--- config.mk ---
export PLATFORM = sky130hd
export DESIGN_NAME = div_unit
export DESIGN_NICKNAME = d
export VERILOG_FILES = /design/src/rtl/cpu_defs.sv /design/src/rtl/div_step.sv /design/src/rtl/div_unit.sv
export SDC_FILE = /design/constraint.sdc
export NUM_CORES = 1
export LEC_CHECK = 0
export ABC_CLOCK_PERIOD_IN_PS = 3200
export BUFFER_PORTS_ARGS = -buffer_cell sky130_fd_sc_hd__buf_4
export CORE_MARGIN = 2
export CORE_UTILIZATION = 55
export CTS_BUF_LIST = sky130_fd_sc_hd__clkbuf_4
export DETAILED_ROUTE_END_ITERATION = 10
export GPL_ROUTABILITY_DRIVEN = 0
export GPL_TIMING_DRIVEN = 0
export PLACE_DENSITY = 0.76
export SYNTH_ARGS = -nofsm -noshare
export SYNTH_HDL_FRONTEND = slang
export SYNTH_SLANG_ARGS = --single-unit
export TNS_END_PERCENT = 50
--- constraint.sdc ---
create_clock -name clk -period 3.2 [get_ports clk]
set_input_delay 0.64 -clock clk [delete_from_list [all_inputs] [get_ports clk]]
set_output_delay 0.64 -clock clk [all_outputs]
set_load 0.02 [all_outputs]
--- src/rtl/cpu_defs.sv ---
// Shared execute-stage definitions: default datapath width and divider state encoding.
package cpu_defs;

    localparam int DIV_WIDTH = 32;

    typedef enum logic [1:0] {
        DIV_IDLE = 2'd0,
        DIV_BUSY = 2'd1,
        DIV_DONE = 2'd2
    } div_state_e;

endpackage

--- src/rtl/div_step.sv ---
// One radix-2 restoring iteration: shift {rem, dividend} left, trial-subtract the divisor.
module div_step #(
    parameter int WIDTH = 32
) (
    input  logic [WIDTH-1:0] rem_i,
    input  logic [WIDTH-1:0] dvd_i,
    input  logic [WIDTH-1:0] dvs_i,
    output logic [WIDTH-1:0] rem_o,
    output logic [WIDTH-1:0] dvd_o
);

    logic [WIDTH:0] shifted;
    logic [WIDTH:0] diff;

    assign shifted = {rem_i, dvd_i[WIDTH-1]};
    assign diff    = shifted - {1'b0, dvs_i};

    // A clear borrow bit means the trial subtraction fits: keep it and emit a 1.
    assign rem_o = diff[WIDTH] ? shifted[WIDTH-1:0] : diff[WIDTH-1:0];
    assign dvd_o = {dvd_i[WIDTH-2:0], ~diff[WIDTH]};

endmodule

--- src/rtl/div_unit.sv ---
// Multi-cycle restoring divider for DIV/DIVU; stalls F/D/E while iterating and
// delivers {remainder, quotient} for the HI/LO write.
module div_unit
    import cpu_defs::*;
#(
    parameter int WIDTH = DIV_WIDTH
) (
    input  logic                 clk,
    input  logic                 rst,
    input  logic                 start,
    input  logic                 signed_div,
    input  logic                 annul,
    input  logic [WIDTH-1:0]     a,
    input  logic [WIDTH-1:0]     b,
    output logic                 stall_div,
    output logic                 ready,
    output logic [2*WIDTH-1:0]   result
);

    localparam int CNT_W = $clog2(WIDTH);
    localparam logic [CNT_W-1:0] LAST_CNT = CNT_W'(WIDTH - 1);

    div_state_e         state_q;
    logic [CNT_W-1:0]   cnt_q;
    logic [WIDTH-1:0]   rem_q;
    logic [WIDTH-1:0]   dvd_q;
    logic [WIDTH-1:0]   dvs_q;
    logic               qneg_q;
    logic               rneg_q;
    logic               dz_q;
    logic               ready_q;
    logic [2*WIDTH-1:0] result_q;

    logic [WIDTH-1:0]   rem_d;
    logic [WIDTH-1:0]   dvd_d;
    logic [WIDTH-1:0]   quo_fix;
    logic [WIDTH-1:0]   rem_fix;

    function automatic logic [WIDTH-1:0] magnitude(input logic [WIDTH-1:0] x, input logic sgn);
        return (sgn && x[WIDTH-1]) ? -x : x;
    endfunction

    div_step #(.WIDTH(WIDTH)) u_step (
        .rem_i (rem_q),
        .dvd_i (dvd_q),
        .dvs_i (dvs_q),
        .rem_o (rem_d),
        .dvd_o (dvd_d)
    );

    // Divide-by-zero forces an all-ones quotient regardless of operand signs.
    assign quo_fix = dz_q   ? '1     : (qneg_q ? -dvd_q : dvd_q);
    assign rem_fix = rneg_q ? -rem_q : rem_q;

    always_ff @(posedge clk or negedge rst) begin
        if (!rst) begin
            state_q  <= DIV_IDLE;
            cnt_q    <= '0;
            rem_q    <= '0;
            dvd_q    <= '0;
            dvs_q    <= '0;
            qneg_q   <= 1'b0;
            rneg_q   <= 1'b0;
            dz_q     <= 1'b0;
            ready_q  <= 1'b0;
            result_q <= '0;
        end else begin
            ready_q <= 1'b0;
            if (annul) begin
                state_q <= DIV_IDLE;
            end else begin
                case (state_q)
                    DIV_IDLE: begin
                        if (start) begin
                            dvd_q   <= magnitude(a, signed_div);
                            dvs_q   <= magnitude(b, signed_div);
                            qneg_q  <= (a[WIDTH-1] ^ b[WIDTH-1]) & signed_div;
                            rneg_q  <= a[WIDTH-1] & signed_div;
                            dz_q    <= (b == '0);
                            rem_q   <= '0;
                            cnt_q   <= '0;
                            state_q <= DIV_BUSY;
                        end
                    end
                    DIV_BUSY: begin
                        rem_q <= rem_d;
                        dvd_q <= dvd_d;
                        cnt_q <= cnt_q + CNT_W'(1);
                        if (cnt_q == LAST_CNT) begin
                            state_q <= DIV_DONE;
                        end
                    end
                    DIV_DONE: begin
                        // start is still the same instruction's divE here, so it is ignored.
                        result_q <= {rem_fix, quo_fix};
                        ready_q  <= 1'b1;
                        state_q  <= DIV_IDLE;
                    end
                    default: begin
                        state_q <= DIV_IDLE;
                    end
                endcase
            end
        end
    end

    // Stall drops in DONE so the instruction leaves E together with the result write.
    assign stall_div = ~annul & (((state_q == DIV_IDLE) & start) | (state_q == DIV_BUSY));
    assign ready     = ready_q;
    assign result    = result_q;

endmodule

Word level (Yosys, flattened, before mapping). Index checks and enable logic that the tools add are counted. Widths: inputs -> output; s select.

Reduce and logical (&&, ||, !) cells: 9. Add/subtract/negate cells: 6. Equal/unequal tests: 6. Multiplexer cells: 18. Bitwise operators: 8.

Operator list (number): $mux 32 (8); $neg 32->32 (4); $pmux 32 s2 (2); $sub 33x32->33 (1); $logic_not 32->1 (1); $pmux 5 s2 (1); $mux 2 (3); $ne 3x3->1 const B (2); $reduce_and 3->1 (2); $add 5x1->5 const B (1); $eq 5x5->1 const B (1); $mux 5 (1); $and 1x1->1 (4); $pmux 2 s2 (1); $reduce_and 2->1 (2); $eq 2x1->1 const B (1); $eq 2x2->1 const B (1); $logic_and 1x1->1 (2); $logic_not 2->1 (1); $mux 1 (2); $ne 2x2->1 const B (1); $not 1->1 (2); $reduce_bool 2->1 (1); $or 1x1->1 (1); $xor 1x1->1 (1).

Output and inout port bits: 66. Bits of input ports: 69. Logic and storage cells: 57. Bits in registers: 171.

Depth between registers and ports, before layout. Gate-level depths: netlist (run 1).

Depth in word-level cells: 4. Mapped depth: 15. Depth with buffers taken out: 13.

Modules after synthesis. Synthesis (run 1) repeated with hierarchy kept, for this count alone.

Cell total of the unflattened synthesis: 1391. Area, all modules: 11868.9 um^2.

By module, submodules not included: div_unit (area an instance 9380.2 um^2, seq. area each 4279.1 um^2, instances 1, cells each 1049); div_step (area an instance 2488.6 um^2, seq. area each 0.0 um^2, instances 1, cells each 342).

Worst setup path after synthesis (run 1). OpenSTA, ideal clock, no wires.

Path kind: flip-flop to flip-flop. Start: register rem_q[1]. End: register rem_q[10]. Buffers on the path: 2. Cell stages (with the launch flop): 14. Clock period less this slack: 3063 ps. Setup slack: 137 ps. Data required time: 3067 ps. Library setup time: 133 ps. Arrival: 2930 ps. Path through: dfrtp_1 > ha_1 > nor2b_1 > o31a_1 > o31ai_1 > o21ai_1 > a21oi_1 > o31ai_1 > xnor2_1 > buf_2 > buf_2 > nor2_1 > a21oi_1 > o21ai_0.

Longest elaborated chain between the ends: 3.

RTL lines: start: declaration (RTL line div_unit.sv:25) `logic [WIDTH-1:0] rem_q;`; start signal: assignment (RTL line div_unit.sv:86) `rem_q <= rem_d;`; $sub 33x32->33 (RTL line div_step.sv:16) `assign diff = shifted - {1'b0, dvs_i};`; $mux 32 (RTL line div_step.sv:19) `assign rem_o = diff[WIDTH] ? shifted[WIDTH-1:0] : diff[WIDTH-1:0];`; $pmux 32 s2 (RTL line div_unit.sv:72) `case (state_q)`.

Every way passes these cells. A chain may end at the register's enable or synchronous reset.

Final worst setup path (run 1).
Start: register rem_q[16]. End: register result_q[62], in the netlist result[62].

Longest elaborated chain between the ends: 2.

RTL lines: $neg 32->32 (RTL line div_unit.sv:53) `assign rem_fix = rneg_q ? -rem_q : rem_q;`; $mux 32 (RTL line div_unit.sv:53); end signal: assignment (RTL line div_unit.sv:95) `result_q <= {rem_fix, quo_fix};`; end: declaration (RTL line div_unit.sv:32) `logic [2*WIDTH-1:0] result_q;`.

Every way passes these cells.

==> flow_summary.yaml, run 1 <==
timing:
  setup_viol: 0
  post-route-period-util_pct: 97.2
  rsz0062_at_grt: "true"
  setup_slack_ps: 89.6
  min_period_ps: 3110
  final_hold_viol_count: 0
  fmax_mhz: 321
  fin_skew_ps: 27.1
  maxSlewViolCount: 0
  tightest_slew_ps: 705
  relSlewSlack_pct: 53.0
routing:
  postRouteAntennaNets: 0
  drtPass1Iterations: 6
  drc: 0
  vias: 10500
  drt-wirelength-per-cell_um: 16.7
  routed_wl_um: 30100
  via_per_inst: 5.81
  wl_met3_um: 2990
  dr.first_iter.drc_count: 847
  top_layer_used: "met4"
  wl_met2_um: 12800
  met1_length_um: 13700
clock_tree:
  cts_buffers: 17
  clock_latency_ps: 580
  cts.path.max_buffers: 2
  clock-root-buffer: "clkbuf_4"
  clock_tree.htree_level_count: 4
  clk_pin_slew_worst_paths_ps: 160
  cts_tree: "yes"
  cts.sinks: 171
synthesis:
  synth_xor_area_share_pct: 11.4
  synth_nets: 1464
  ys_warn_count: 0
  yosysSeqAreaShare_pct: 38.7
  syn_area_um2: 11000
  syn_inst: 1356
  yosysUniqueCellTypes: 59
  synth-edff-count: 0
  synth_seq_cells: 171
  avgSynthCellArea_um2: 8.14
  synth_top_family_by_area: "compound AO/OA/AOI/OAI gates"
  synthMuxAreaShare_pct: 0.487
  synthArstFlopShare_pct: 100
  synth_simple_gate_area_share_pct: 18.3
  synth_compound_area_share_pct: 22.2
  synthFlopType: "dfrtp_1"
  synth-adder-area-share_pct: 4.49
global_routing:
  grt_use_total_pct: 28.2
  overflow: 0
  grt_pass1_vias: 9647
  grt_max_degree: 107
  grt_pass1_wl_um: 48800
  antenna_found_initial: 1
power_and_ir_drop:
  clock_power_share_pct: 12.1
  pwr-share-comb_pct: 55.8
  intPower_mw: 5.26
  power_density_nw_per_um2: 766
  fin_total_pwr_mw: 9.91
  p_sw_mw: 4.66
  ir_drop_mv: 0.431
  p_leak_nw: 5.96
  swShare_pct: 47.0
  seqPwrFrac_pct: 32.1
critical_path:
  crit_path_end_kind: "register"
  path_class: "reg2reg"
  reg2reg_depth: 8
  cp-start-kind: "register"
  rr_startpoint: "rem_q[16]"
  regToRegSetupSlack_ps: 90
  cp.required_ps: 3650
  r2r_end: "result[62]"
  cp.arrival_ps: 3560
  path_max_fanout: 6
floorplanning:
  pin_count: 135
  initial_core_util_pct: 56.4
  die_w_um: 146
  die_y_um: 146
  core_area_um2: 19600
  dieArea_um2: 21200
  fp-row-count: 51
hold_path:
  hold_start: "b[31]"
  whs_path_depth: 2
  hold_class: "in2reg"
  whs_endpoint: "dz_q"
finish:
  drive_gt1_share_pct: 15.4
  final-seq-area_um2: 4280
  nFillCells: 1702
  area_delta_synth_final_pct: 17.2
  final_net_count: 1629
  post-route-util_pct: 66.0
  multiInputGateArea_um2: 6400
flow_run:
  drv_cap: 0
outcome:
  status: "complete, no violations"
placement:
  port_buffers: 134
  dp_hpwl_um: 23100
  pre_cts_ws_ps: -760
[cells in the mapped netlist, types with 19 or more instances]
cell,count,area share (%)
inv_1,52,1.8
o21ai_0,130,5.9
nor3_1,19,0.86
xor2_1,90,7.1
dfrtp_1,171,39
o31ai_1,22,1.5
a21oi_1,172,7.8
xnor2_1,54,4.3
nand3_1,21,0.95
ha_1,38,4.3
nor2_1,159,5.4
clkbuf_1,58,2.0
nand2_1,161,5.5
[how the worst max path moves through the flow]
stage	start	endpoint	slack (ps)	cells after the start
floorplan	rem_q[1]	rem_q[10]	140	13
global placement	rem_q[1]	rem_q[18]	-660	13
detailed placement	rem_q[1]	rem_q[17]	-760	13
CTS	dvd_q[31]	rem_q[17]	10	16
finish	rem_q[16]	result[62]	90	8
global route	dvd_q[31]	rem_q[26]	-70	14
[critical path: stages (launching register included)]
cell	delay, ps
dfrtp_1	510
or4_4	560
or3_4	350
or3_4	340
or3_1	380
or3_1	330
o21ai_0	220
xor2_1	210
a21oi_1	100
[layer usage]
layer | GRT usage [%] | up-vias
li1 | - | 5046
met4 | 7.55 | 0
met3 | 6.43 | 49
met1 | 42.2 | 4919
met2 | 41.2 | 443
met5 | 0 | -
[cell usage in the layout, fill, tap and decap left out, drive strengths merged, types with 12 or more instances in the layout]
cell	n
dfrtp	171
clkbuf	72
o21ai	136
nor2	159
o31ai	24
a21o	12
nor3	19
or3	18
ha	38
buf	163
inv	61
a31oi	14
or4	12
a21oi	172
nand3	21
nand2	161
xnor2	54
xor2	90
[per-stage QoR]
step / setup TNS, ps / area (µm²) / hold WS [ps] / cells
2_1_floorplan: 0 / 11000 / 344 / 1356
3_3_place_gp: -19690 / 12400 / 459 / 1755
3_5_place_dp: -22780 / 12400 / 469 / 1757
4_1_cts: 0 / 12800 / 245 / 1793
5_1_grt: -652 / 12900 / 249 / 1800
6_report: 0 / 12900 / 273 / 1800
[state kept, by name (all words and copies together) (netlist names)]
signal / flops
cnt_q: 5
dvd_q: 32
dvs_q: 32
dz_q: 1
qneg_q: 1
ready: 1
rem_q: 32
result: 64
rneg_q: 1
state_q: 2
[cell type report]
cell class / count / share of cell area [%]
sequential: 171 / 33.1
clock inverter: 14 / 1.01
antenna: 1 / 0.0193
tap: 265 / 2.56
multi-input combinational: 1060 / 49.5
inverter: 53 / 1.55
buffer: 67 / 2.25
clock buffer: 18 / 1.04
timing repair buffer: 151 / 8.97
[power groups by stage]
stage                     Clock (mW)  Combinational, mW  Sequential [mW]
after floorplan                    0               3.85             2.94
after global placement             0               4.82             3.16
after detailed placement           0               4.94             3.19
after CTS                       1.23               5.20             3.14
after global routing            1.31               6.14             3.23
final                           1.20               5.53             3.18
[cell families after synthesis]
logic type,count (synthesis)
flops,171
simple gates,450
fa+ha+maj,39
mux,5
buf+inv,125
compound gates,422
xor+xnor,144
[what timing repair did]
item,CTS,global route
gates resized for setup,23,23
setup buffers,6,8
hold endpoints to repair,65,0
endpoints found under the setup margin,34,36
hold buffers,1,0
pin swaps,4,7
(Power assumes the default switching activity.)
==> run 2, diff against run 1 <==
--- a/config.mk
+++ b/config.mk
@@ -5,15 +5,16 @@
 export SDC_FILE = /design/constraint.sdc
 export NUM_CORES = 1
 export LEC_CHECK = 0
-export ABC_CLOCK_PERIOD_IN_PS = 3200
+export ABC_CLOCK_PERIOD_IN_PS = 3400
 export BUFFER_PORTS_ARGS = -buffer_cell sky130_fd_sc_hd__buf_4
 export CORE_MARGIN = 2
 export CORE_UTILIZATION = 55
 export CTS_BUF_LIST = sky130_fd_sc_hd__clkbuf_4
+export CTS_CLUSTER_SIZE = 24
 export DETAILED_ROUTE_END_ITERATION = 10
 export GPL_ROUTABILITY_DRIVEN = 0
 export GPL_TIMING_DRIVEN = 0
-export PLACE_DENSITY = 0.76
+export PLACE_DENSITY = 0.73
 export SYNTH_ARGS = -nofsm -noshare
 export SYNTH_HDL_FRONTEND = slang
 export SYNTH_SLANG_ARGS = --single-unit
==> constraint.sdc (replaced) <==
create_clock -name clk -period 3.4 [get_ports clk]
set_input_delay 0.68 -clock clk [delete_from_list [all_inputs] [get_ports clk]]
set_output_delay 0.68 -clock clk [all_outputs]
set_load 0.02 [all_outputs]
==> flow_summary.yaml, run 2 (synthesis results as in run 1) <==
outcome:
  status: "complete, no violations"
global_routing:
  grt_pass1_vias: 9420
  grt_pass1_wl_um: 48900
  overflow: 0
  grt_use_total_pct: 28.3
  antenna_found_initial: 1
  grt_max_degree: 111
critical_path:
  reg2reg_depth: 16
  regToRegSetupSlack_ps: 180
  crit_path_end_kind: "output port"
  cp-start-kind: "register"
  path_class: "reg2out"
  cp.arrival_ps: 2570
  cp.required_ps: 2720
  crit_chain: "nand2b_1 > clkbuf_1 > nor2_2 > nor2_1 > clkinv_2 > buf_4"
  rr_startpoint: "dvd_q[31]"
  r2r_end: "rem_q[5]"
  path_max_fanout: 17
  critPathTopFamily: "buffers and inverters"
  path_buf_inv: 3
  crit_slowest_cell: "dfrtp_1"
  max_stage_delay_ps: 450
placement:
  place_area_um2: 12400
  dp_hpwl_um: 22900
  port_buffers: 134
finish:
  final-seq-area_um2: 4280
  drive_gt1_share_pct: 14.2
  final_cell_mix: "170 x a21oi_1, 169 x dfrtp_1, 161 x nand2_1"
  largest_register_ffs: 64
  area_delta_synth_final_pct: 16.6
  multiInputGateArea_um2: 6350
  final_net_count: 1625
  nFillCells: 1753
  final_common_cell: "a21oi_1"
  design_area_um2: 12900
clock_tree:
  clock_tree.htree_level_count: 4
  cts_tree: "yes"
  cts.sinks: 171
  cts_buffers: 17
  cts.path.max_buffers: 2
  clock_latency_ps: 580
  clk_pin_slew_worst_paths_ps: 160
  clock-root-buffer: "clkbuf_4"
  hold_buffers: 0
routing:
  drc: 0
  met1_length_um: 14500
  via_per_inst: 5.71
  postRouteAntennaNets: 0
  dr.first_iter.drc_count: 767
  wl_met2_um: 12300
  vias: 10300
  top_layer_used: "met4"
  drtPass1Iterations: 6
  routed_wl_um: 29600
  drt-wirelength-per-cell_um: 16.5
  wl_met3_um: 2440
timing:
  fin_skew_ps: 28.6
  maxSlewViolCount: 0
  setup_viol: 0
  final_hold_viol_count: 0
  fmax_mhz: 308
  post-route-period-util_pct: 95.5
  hold_ws_ps: 1.50
  min_period_ps: 3250
  finalSetupTns_ps: 0
  relSlewSlack_pct: 47.5
  tightest_slew_ps: 785
power_and_ir_drop:
  p_leak_nw: 5.95
  power_density_nw_per_um2: 719
  ir_drop_mv: 0.342
floorplanning:
  initial_core_util_pct: 56.4
  die_y_um: 146
  core_area_um2: 19600
  fp-row-count: 51
  dieArea_um2: 21200
  pin_count: 135
  die_w_um: 146
hold_path:
  hold_class: "in2async"
flow_run:
  drv_cap: 0
run 2: where the power goes:
group          internal (mW)  switching (mW)  total (mW)
Clock                  0.467           0.789        1.26
Combinational           2.12            2.89        5.01
Sequential              2.38           0.606        2.99
run 2: what timing repair did:
item / CTS / global route
pin swaps: 3 / 3
gates resized for setup: 12 / 14
setup endpoints to repair: 34 / 33
buffers inserted: 5 / 6
run 2: routing by layer:
| layer | GRT usage, % | up-vias |
|---|---|---|
| met5 | 0 | - |
| met1 | 44.2 | 4775 |
| met3 | 5.36 | 39 |
| met4 | 6.72 | 0 |
| met2 | 40.6 | 392 |
| li1 | - | 5045 |
run 2: worst reg2reg max path, delay by kind of cell, from the launching register on:
kind	cells	cell delay [ps]
buf+inv	4	570
flops	1	400
simple gates	2	230
xor+xnor	1	150
compound gates	7	1120
fa+ha+maj	2	620
run 2: area by class of cell:
type                            count  share of cell area, %
Antenna cell                        1                 0.0194
Buffer                             68                   2.16
Clock buffer                       17                  0.991
Clock inverter                     15                   1.38
Inverter                           53                   1.56
Multi-Input combinational cell   1060                   49.3
Sequential cell                   171                   33.3
Tap cell                          265                   2.58
Timing Repair Buffer              146                   8.73
run 2: metrics by stage:
| stage | total power, mW | cells | utilization [%] | worst slack (ps) |
|---|---|---|---|---|
| global placement | 7.55 | 1755 | 63.2 | -494 |
| detailed placement | 7.63 | 1756 | 63.4 | -542 |
| CTS | 9.06 | 1790 | 65.3 | 2.18 |
| finish | 9.26 | 1796 | 65.7 | 154 |
| floorplan | 6.40 | 1356 | - | 337 |
| global route | 10.0 | 1796 | 65.7 | -22.8 |
run 2: how the worst max path moves through the flow:
stage,start,endpoint,slack [ps],cells after the start
after floorplan,rem_q[1],rem_q[10],340,13
after global placement,rem_q[1],rem_q[18],-490,13
after detailed placement,rem_q[1],rem_q[16],-540,13
after CTS,dvd_q[31],rem_q[16],2,16
after global routing,dvd_q[31],rem_q[17],-20,16
final,state_q[1],stall_div,150,6
